`src/rtl/i2c_wbm_bridge.sv`:
```
// Byte-stream to Wishbone master bridge: an address header followed by write
// bytes or read requests is turned into word-wide Wishbone accesses.
module i2c_wbm_bridge #(
  parameter int unsigned WB_DATA_WIDTH = 32,
  parameter int unsigned WB_ADDR_WIDTH = 32,
  parameter int unsigned ADDR_BYTES    = 4,
  parameter int unsigned TIMEOUT       = 255
) (
  input  logic                       clk,
  input  logic                       rst,
  input  logic [7:0]                 s_axis_tdata,
  input  logic                       s_axis_tvalid,
  output logic                       s_axis_tready,
  input  logic                       s_axis_tlast,
  output logic [7:0]                 m_axis_tdata,
  output logic                       m_axis_tvalid,
  input  logic                       m_axis_tready,
  input  logic                       bus_addressed,
  output logic [WB_ADDR_WIDTH-1:0]   wb_adr_o,
  output logic [WB_DATA_WIDTH-1:0]   wb_dat_o,
  input  logic [WB_DATA_WIDTH-1:0]   wb_dat_i,
  output logic                       wb_we_o,
  output logic [WB_DATA_WIDTH/8-1:0] wb_sel_o,
  output logic                       wb_stb_o,
  output logic                       wb_cyc_o,
  input  logic                       wb_ack_i,
  input  logic                       wb_err_i,
  input  logic                       err_clear,
  output logic                       err_flag,
  output logic                       busy
);

  localparam int unsigned LANES = WB_DATA_WIDTH / 8;
  localparam int unsigned LB    = $clog2(LANES);
  localparam int unsigned LBW   = (LB == 0) ? 1 : LB;
  localparam int unsigned AW    = ADDR_BYTES * 8;
  localparam logic [LBW-1:0]           LAST_LANE = LBW'(LANES - 1);
  localparam logic [WB_ADDR_WIDTH-1:0] LANE_MASK = WB_ADDR_WIDTH'(LANES - 1);
  localparam logic [15:0]              TMO_LAST  = 16'((TIMEOUT == 0) ? 0 : TIMEOUT - 1);
  localparam logic [1:0]               HDR_LAST  = 2'(ADDR_BYTES - 1);

  typedef enum logic [2:0] {
    IDLE, HEADER, WR_COLLECT, WR_BUS, RD_BUS, RD_SEND
  } state_t;

  state_t                   state_q, state_d;
  logic [1:0]               hcnt_q, hcnt_d;
  logic [AW-1:0]            shadow_q, shadow_d;
  logic [AW-1:0]            addr_q, addr_d;
  logic                     last_q, last_d;
  logic [15:0]              tmo_q, tmo_d;
  logic [WB_DATA_WIDTH-1:0] rdata_q, rdata_d;
  logic [WB_ADDR_WIDTH-1:0] adr_q, adr_d;
  logic [WB_DATA_WIDTH-1:0] dat_q, dat_d;
  logic [LANES-1:0]         sel_q, sel_d;
  logic                     we_q, we_d;
  logic                     cyc_q, cyc_d;
  logic                     s_tready_q, s_tready_d;
  logic                     m_tvalid_q, m_tvalid_d;
  logic [7:0]               m_tdata_q, m_tdata_d;
  logic                     busy_q, busy_d;
  logic                     err_q, err_d;
  logic                     err_set;

  logic [LBW-1:0]           lane_c, lane_nxt_c;
  logic [WB_ADDR_WIDTH-1:0] word_adr_c;
  logic                     s_hs_c, timeout_c, done_c, fail_c;

  assign lane_c     = LBW'(addr_q) & LAST_LANE;
  assign lane_nxt_c = LBW'(lane_c + 1'b1) & LAST_LANE;
  assign word_adr_c = WB_ADDR_WIDTH'(addr_q) & ~LANE_MASK;
  assign s_hs_c     = s_axis_tvalid & s_tready_q;
  assign timeout_c  = (TIMEOUT != 0) && (tmo_q == TMO_LAST);
  // An err alongside ack is treated as an error.
  assign fail_c     = wb_err_i | timeout_c;
  assign done_c     = wb_ack_i | fail_c;

  // State and output registers.
  always_ff @(posedge clk) begin
    if (rst) begin
      state_q    <= IDLE;
      hcnt_q     <= '0;
      shadow_q   <= '0;
      addr_q     <= '0;
      last_q     <= 1'b0;
      tmo_q      <= '0;
      rdata_q    <= '0;
      adr_q      <= '0;
      dat_q      <= '0;
      sel_q      <= '0;
      we_q       <= 1'b0;
      cyc_q      <= 1'b0;
      s_tready_q <= 1'b0;
      m_tvalid_q <= 1'b0;
      m_tdata_q  <= '0;
      busy_q     <= 1'b0;
      err_q      <= 1'b0;
    end else begin
      state_q    <= state_d;
      hcnt_q     <= hcnt_d;
      shadow_q   <= shadow_d;
      addr_q     <= addr_d;
      last_q     <= last_d;
      tmo_q      <= tmo_d;
      rdata_q    <= rdata_d;
      adr_q      <= adr_d;
      dat_q      <= dat_d;
      sel_q      <= sel_d;
      we_q       <= we_d;
      cyc_q      <= cyc_d;
      s_tready_q <= s_tready_d;
      m_tvalid_q <= m_tvalid_d;
      m_tdata_q  <= m_tdata_d;
      busy_q     <= busy_d;
      err_q      <= err_d;
    end
  end

  // Next-state and registered-output logic.
  always_comb begin
    state_d    = state_q;
    hcnt_d     = hcnt_q;
    shadow_d   = shadow_q;
    addr_d     = addr_q;
    last_d     = last_q;
    rdata_d    = rdata_q;
    adr_d      = adr_q;
    dat_d      = dat_q;
    sel_d      = sel_q;
    we_d       = we_q;
    cyc_d      = cyc_q;
    m_tvalid_d = m_tvalid_q;
    m_tdata_d  = m_tdata_q;
    err_set    = 1'b0;
    // Counter restarts from zero each time cyc rises.
    tmo_d      = cyc_q ? tmo_q + 16'd1 : '0;

    case (state_q)
      IDLE: begin
        if (s_axis_tvalid) begin
          state_d = HEADER;
          hcnt_d  = '0;
        end else if (m_axis_tready && bus_addressed) begin
          state_d = RD_BUS;
          cyc_d   = 1'b1;
          we_d    = 1'b0;
          sel_d   = '1;
          adr_d   = word_adr_c;
        end
      end
      HEADER: begin
        if (s_hs_c) begin
          shadow_d = AW'({shadow_q, s_axis_tdata});
          hcnt_d   = hcnt_q + 2'd1;
          if (hcnt_q == HDR_LAST) begin
            addr_d  = AW'({shadow_q, s_axis_tdata});
            sel_d   = '0;
            dat_d   = '0;
            state_d = s_axis_tlast ? IDLE : WR_COLLECT;
          end else if (s_axis_tlast) begin
            state_d = IDLE;
          end
        end
      end
      WR_COLLECT: begin
        if (s_hs_c) begin
          dat_d  = dat_q | (WB_DATA_WIDTH'(s_axis_tdata) << {lane_c, 3'b000});
          sel_d  = sel_q | (LANES'(1) << lane_c);
          addr_d = addr_q + AW'(1);
          adr_d  = word_adr_c;
          last_d = s_axis_tlast;
          if ((lane_c == LAST_LANE) || s_axis_tlast) begin
            state_d = WR_BUS;
            cyc_d   = 1'b1;
            we_d    = 1'b1;
          end
        end
      end
      WR_BUS: begin
        if (done_c) begin
          cyc_d   = 1'b0;
          we_d    = 1'b0;
          sel_d   = '0;
          dat_d   = '0;
          err_set = fail_c;
          state_d = last_q ? IDLE : WR_COLLECT;
        end
      end
      RD_BUS: begin
        if (done_c) begin
          rdata_d    = fail_c ? '1 : wb_dat_i;
          cyc_d      = 1'b0;
          sel_d      = '0;
          err_set    = fail_c;
          m_tvalid_d = 1'b1;
          m_tdata_d  = 8'(rdata_d >> {lane_c, 3'b000});
          state_d    = RD_SEND;
        end
      end
      RD_SEND: begin
        // Abort wins: the byte on offer in an aborting cycle counts as unsent.
        if (s_axis_tvalid || !bus_addressed) begin
          m_tvalid_d = 1'b0;
          state_d    = IDLE;
        end else if (m_axis_tready) begin
          addr_d = addr_q + AW'(1);
          if (lane_c == LAST_LANE) begin
            m_tvalid_d = 1'b0;
            state_d    = IDLE;
          end else begin
            m_tdata_d = 8'(rdata_q >> {lane_nxt_c, 3'b000});
          end
        end
      end
      default: state_d = IDLE;
    endcase

    s_tready_d = (state_d == HEADER) || (state_d == WR_COLLECT);
    busy_d     = (state_d != IDLE);
    err_d      = err_set | (err_q & ~err_clear);
  end

  assign s_axis_tready = s_tready_q;
  assign m_axis_tvalid = m_tvalid_q;
  assign m_axis_tdata  = m_tdata_q;
  assign wb_adr_o      = adr_q;
  assign wb_dat_o      = dat_q;
  assign wb_sel_o      = sel_q;
  assign wb_we_o       = we_q;
  assign wb_cyc_o      = cyc_q;
  assign wb_stb_o      = cyc_q;
  assign err_flag      = err_q;
  assign busy          = busy_q;

endmodule
```
`config.mk`:
```
export PLATFORM = sky130hd
export DESIGN_NAME = i2c_wbm_bridge
export DESIGN_NICKNAME = d
export VERILOG_FILES = /design/src/rtl/i2c_wbm_bridge.sv
export SDC_FILE = /design/constraint.sdc
export NUM_CORES = 1
export LEC_CHECK = 0
export CELL_PAD_IN_SITES_DETAIL_PLACEMENT = 0
export CELL_PAD_IN_SITES_GLOBAL_PLACEMENT = 2
export CORE_AREA = 4 4 170 172
export DETAILED_ROUTE_END_ITERATION = 10
export DIE_AREA = 0 0 174 176
export PLACE_DENSITY_LB_ADDON = 0.1
export REMOVE_ABC_BUFFERS = 1
export SLEW_MARGIN = 20
export SYNTH_ARGS = -nofsm -noshare
export SYNTH_HDL_FRONTEND = slang
export SYNTH_SLANG_ARGS = --single-unit
```
`constraint.sdc`:
```
create_clock -name clk -period 3.7 [get_ports clk]
set_input_delay 0.74 -clock clk [delete_from_list [all_inputs] [get_ports clk]]
set_output_delay 0.74 -clock clk [all_outputs]
set_load 0.03 [all_outputs]
```
After elaboration in Yosys (flattened, before gate mapping)

Index checks and enable logic that the tools add are counted.

Add/sub/neg operators: 4
Eq/ne operators: 25
Shift-type cells: 4
Mux-type cells: 62
Bitwise operators: 9
Reduce and logical (&&, ||, !) cells: 29

Operator list:

| operator                | count |
|---|---|
| $mux W32                | 13 |
| $pmux W32 S3            | 2 |
| $pmux W32 S2            | 1 |
| $shr A32 B5 Y8          | 2 |
| $mux W3                 | 12 |
| $add A32 B1 Y32 const B | 1 |
| $mux W8                 | 4 |
| $or A32 B32 Y32         | 1 |
| $shl A8 B5 Y32          | 1 |
| $mux W4                 | 6 |
| $ne A2 B2 Y1 const B    | 12 |
| $pmux W3 S6             | 1 |
| $reduce_and A6 Y1       | 3 |
| $add A16 B1 Y16 const B | 1 |
| $eq A16 B8 Y1 const B   | 1 |
| $pmux W4 S4             | 1 |
| $pmux W8 S2             | 1 |
| $reduce_bool A3 Y1      | 5 |
| $mux W1                 | 13 |
| $reduce_and A5 Y1       | 2 |
| $eq A3 B2 Y1 const B    | 3 |
| $mux W2                 | 4 |
| $reduce_and A4 Y1       | 2 |
| $reduce_and A7 Y1       | 1 |
| other kinds (23)        | 40 |

Flip-flop bits (word level): 192
Input port bits: 49
Output and inout port bits: 83
Word-level logic and storage cells: 150

Longest topological paths before layout

Depth after elaboration: 7
Gate-level depth with buffers: 9
Gate-level depth less buffers: 7

Worst setup path after synthesis

No wires, ideal clock.

Kind: register to register
Start point: reg addr_q[0]
End point: reg m_tdata_q[6] (netlist: m_axis_tdata[6])
Data arrival time: 2.931 ns
Path slack: 0.652 ns
Cell stages (with the launch flop): 9
Path buffers: 2
Cell sequence: dfxtp_1 -> buf_1 -> inv_1 -> ha_1 -> buf_1 -> mux4_2 -> nand2_1 -> nand2_1 -> a22o_1

Word-level cells in the longest chain between the ends: 6
Elaborated cells on any way between the ends: 11
Classes of those cells: add/sub (1); eq/ne (2); shift (2); mux (5); reduce/logical (1)

Ends and longest elaborated chain:

| item                     | line | text |
|---|---|---|
| start: declaration       | 49   | `logic [AW-1:0] addr_q, addr_d;` |
| start signal: assignment | 102  | `addr_q <= addr_d;` |
| $add A2 B1 Y2            | 70   | `assign lane_nxt_c = LBW'(lane_c + 1'b1) & LAST_LANE;` |
| $shr A32 B5 Y8           | 211  | `m_tdata_d = 8'(rdata_q >> {lane_nxt_c, 3'b000});` |
| $mux W8                  | 207  | `if (lane_c == LAST_LANE) begin` |
| $mux W8                  | 205  | `end else if (m_axis_tready) begin` |
| $mux W8                  | 202  | `if (s_axis_tvalid \|\| !bus_addressed) begin` |
| $pmux W8 S2              | 138  | `case (state_q)` |
| end signal: assignment   | 113  | `m_tdata_q <= m_tdata_d;` |
| end: declaration         | 60   | `logic [7:0] m_tdata_q, m_tdata_d;` |

Parallel ways exist; a longest one is shown, timed or not. The select of a mux whose other input is x is not followed.
A chain may end at the register's enable or synchronous reset.

Worst setup path in the final report

Start point: reg state_q[2]
End point: reg busy_q (netlist: busy)

Word-level cells in the longest chain between the ends: 5
Elaborated cells on any way between the ends: 20
Classes of those cells: eq/ne (5); mux (13); reduce/logical (2)

Ends and longest elaborated chain:

| item                       | line     | text |
|---|---|---|
| start: declaration         | 46       | `state_t state_q, state_d;` |
| start signal: assignment   | 99       | `state_q <= state_d;` |
| $mux W3 (on tied branches) | 207, 160 |  |
| $mux W3 (on tied branches) | 205, 155 |  |
| $mux W3 (on tied branches) | 202, 152 |  |
| $pmux W3 S6 (*)            | 138      |  |
| $reduce_bool A3 Y1 (*)     | 219      | `busy_d = (state_d != IDLE);` |
| end signal: assignment     | 114      | `busy_q <= busy_d;` |
| end: declaration           | 61       | `logic busy_q, busy_d;` |

Mark *: on every way between the ends. The rest lies on a longest branch, timed or not.

==> results.md <==
- In this design, the stage delay of the slowest critical-path cell is ~0.76 ns.
- The signal on the critical path passes through clkinv_1 -> a311oi_4 -> nor3_1 -> nor4b_1 -> a31oi_1.
- The post-synth design cell area is 8640 um2.
- The count of pins over their slew limit came to 0.
- The number of storage elements in the synthesis netlist is 190.
- For this run, the leading register cell type out of synthesis is dfxtp_1.
- For the pin with the worst max-slew slack, the measured transition is between 0.8 and 0.9 ns.
- The half-perimeter wire length of the detailed placement result is approximately 18 mm.
- At the end of the flow the core is filled with cells to between 30% and 40%.
- The via count of the first global-routing pass is slightly below 8,000.
- The die outline area is approximately 30,000 um2.
- The placement row count is between 60 and 70.
- The number of diodes added for antenna fixing is 0.
- In this run the tool buffered the top-level ports with 129 buffer cells.
- The sequential share of the synthesized area is between 40% and 50%.
- The number of different library cells in the post-synthesis netlist is 71.
- The tool flagged a number of max-cap violations equal to 0.
- The vias per cell is between 5 and 6.
- For this configuration, the core starts out at a cell density of 31.4%.
- The H-tree was split into 4 levels.
- The leakage power is roughly 3.5 nW.
- In the final routed layout, each cell accounts on average for approximately 18 um.
- The pin count of the biggest net entering global routing is 64.
- The first-pass GRT wire length is between 40 and 50 mm.
- Setup repair after global routing left no endpoint under its margin.
- The TritonCTS sink count is 190.
- Measured against its own limit, the worst slew margin works out to between 40% and 50%.
- For this design the top-level I/O count stands at ~130.
- The share of the cycle needed by the critical path after routing is between 70% and 80%.
- The area inside the core boundary is 27,500 um2.
- Yosys printed 0 warnings.
- The slowest stage of the critical path is the a311oi_4 cell.
- The flow ran to the end, and the final reports show no timing, DRC or antenna violations.
- The count of hold-fix buffers inserted at cts is 0.
- The peak clock frequency supported by timing is 355 MHz.
- In the routed design, unresolved DRC markers number 0.
- The height of the die is approximately 180 um.
- The placer congestion estimate is about 0.75.
- The post-CTS repair timing setup buffer count is 0.
- The largest delay contributor family on the critical path is compound AO/OA/AOI/OAI gates.
- The synthesized area per cell is 8.31 um2.
- Counting the buffers created by CTS gives 17.
- The TritonCTS clock tree is yes.
- The library cell used most frequently in the layout, excluding fill and tap cells, is dfxtp_1.
- In this run, synthesis inferred 0 flip-flops with an integrated enable.
- The proportion of layout cells with a drive suffix above 1 is ~8.3%.
- The number of setup violations in the final report is 0.
- The top cell types in the final layout, fill and taps aside, are dfxtp_1 (190), nand2_1 (169), clkdlybuf4s50_1 (128).
- The number of design-rule violations left by the first detailed-router iteration is around 330.
- Data on the critical path is required at its endpoint by roughly 4.0 ns.
- Counting both buffers and inverters, the worst setup path holds a total of 1.
- For this run, the total global-route usage over all layers was measured as between 10% and 20%.
- The first-pass detailed-route iteration total is 4.
- At the worst endpoint, the arrival time is approximately 3.1 ns.
- The total count of hold-check failures in the final report is 0.
- The kind of critical path is flop to flop.
- The gate count after technology mapping is 1,040.
- The worst-case IR drop observed on VDD is 0.000260 V.
- Counting flops with an async set or reset pin after synthesis yields a share of 0%.
- The total negative slack is 0 ns.
- The remaining global-route overflow is 0.
- The clock network latency to the later pin of the worst-skew pair is between 0.4 and 0.5 ns.
- The setup clock skew after layout is 0.0201 ns.
- Across all layers, the routed design uses roughly 7,900 vias.
- The clock slew seen by the registers of the worst setup and hold paths is around 0.080 ns.
- The number of antenna violations at the first check in global routing came to 0.
- Of all nets on the critical path, the largest fanout is 19.
- The worst path needs about 2.8 ns of the cycle, external delays included.
- Compared with the post-synthesis result, the final layout area differs by 25.6%.
- The type of element capturing the critical path is a flop.
- Wires add up to approximately 27 mm.
- At the end of the flow, the number of nets in the layout was around 1,200.
- The longest clock path from root to sink contains 2 buffers.
- Dividing total power by cell area gives a power density of about 400 nW/um2.
- The count of nets left with antenna violations once routing finished came out at 0.
- The floorplan die width is 174 um.
- STA classifies the critical path startpoint as a flop.
- The number of fill cells in the layout is between 2,000 and 3,000.
- The post-cts sizing count is 0.
- Clock tree synthesis selected as its root buffer the cell clkbuf_16.
- The path type of the worst min-delay path is flop to flop.
[registers in the layout, indices dropped and copies added (netlist names), 2 cells and up]
register	count
m_axis_tdata	8
wb_dat_o	32
shadow_q	24
hcnt_q	2
wb_sel_o	4
tmo_q	16
rdata_q	32
wb_adr_o	30
state_q	3
addr_q	32
[routing by layer]
layer	wire length (um)	global-route usage, %	vias up
li1	-	-	3929
met1	12300	22.8	3744
met2	13400	30.4	162
met3	1140	3.62	21
met4	424	4.75	0
met5	0	0	-
[cells in the mapped netlist (all sizes together), types with 5 or more instances]
master     n  area [um2]
nand4b     5        43.8
a22o       8        70.1
nand2    169         634
ha         7        87.6
xor2      10        87.6
o211ai     6        45.0
nor2     116         452
or3        9        56.3
o31ai      6        58.8
and4       7        61.3
clkbuf    61         230
a21oi    122         611
a2111oi    5         119
buf       18         124
mux4      16         360
inv       12        45.0
dfxtp    190        3800
o21ai     44         220
nand3     26         130
o21a       5        37.5
nor3      44         225
a211oi    10        75.1
and2       6        37.5
a31oi     13        81.3
nor4      38         238
nand4     13        81.3
and3      14        87.6
[power breakdown]
part	switching [W]	total, W	leakage [nW]	internal, W
clock	0.000934	0.00190	0.288	0.000969
sequential	0.0000230	0.00210	1.53	0.00207
combinational	0.000210	0.000339	1.71	0.000130
[kinds of logic (layout without fill, tap and decap cells)]
logic type,Yosys count,count (layout),share of synthesized area (%)
other cells,1,2,0.0434
mux,18,18,4.40
simple gates,466,466,25.4
compound gates,253,253,19.1
flops,190,190,44.0
buf+inv,92,202,4.66
fa+ha+maj,7,7,1.01
xor+xnor,13,13,1.32
[per-stage QoR]
step                      area, um2  worst slack [ns]  std cells  hold slack (ns)  power, W
after CTS                     10900             0.915       1497            0.458   0.00440
final                         10900             0.880       1497            0.453   0.00434
after floorplan                8290             -1.06        962            0.430   0.00230
after detailed placement      10300             0.559       1465            0.446   0.00249
after global routing          10900             0.681       1497            0.473   0.00451
after global placement        10300             0.600       1465            0.442   0.00249
[worst min-delay path: stages (launching register included)]
cell and delay (ns):
dfxtp_1 0.31, nand2_1 0.05, a21oi_1 0.05
[worst paths after layout]
kind | from | endpoint | slack (ns) | cells after the start
setup / recovery | state_q[2] | busy | 0.88 | 5
hold / removal | wb_adr_o[12] | wb_adr_o[12] | 0.45 | 2
setup reg to reg | state_q[2] | busy | 0.88 | 5
hold reg to reg | wb_adr_o[12] | wb_adr_o[12] | 0.45 | 2
[area by class of cell]
cell class,instances,area [um2],share of cell area [%]
clock buffer,17,425,3.92
inverter,13,48.8,0.450
multi-input combinational,759,4460,41.1
timing repair buffer,157,1510,13.9
tap,346,433,3.99
sequential,190,3800,35.0
clock inverter,15,171,1.58
Note: power is estimated with default switching activity, not from simulation.
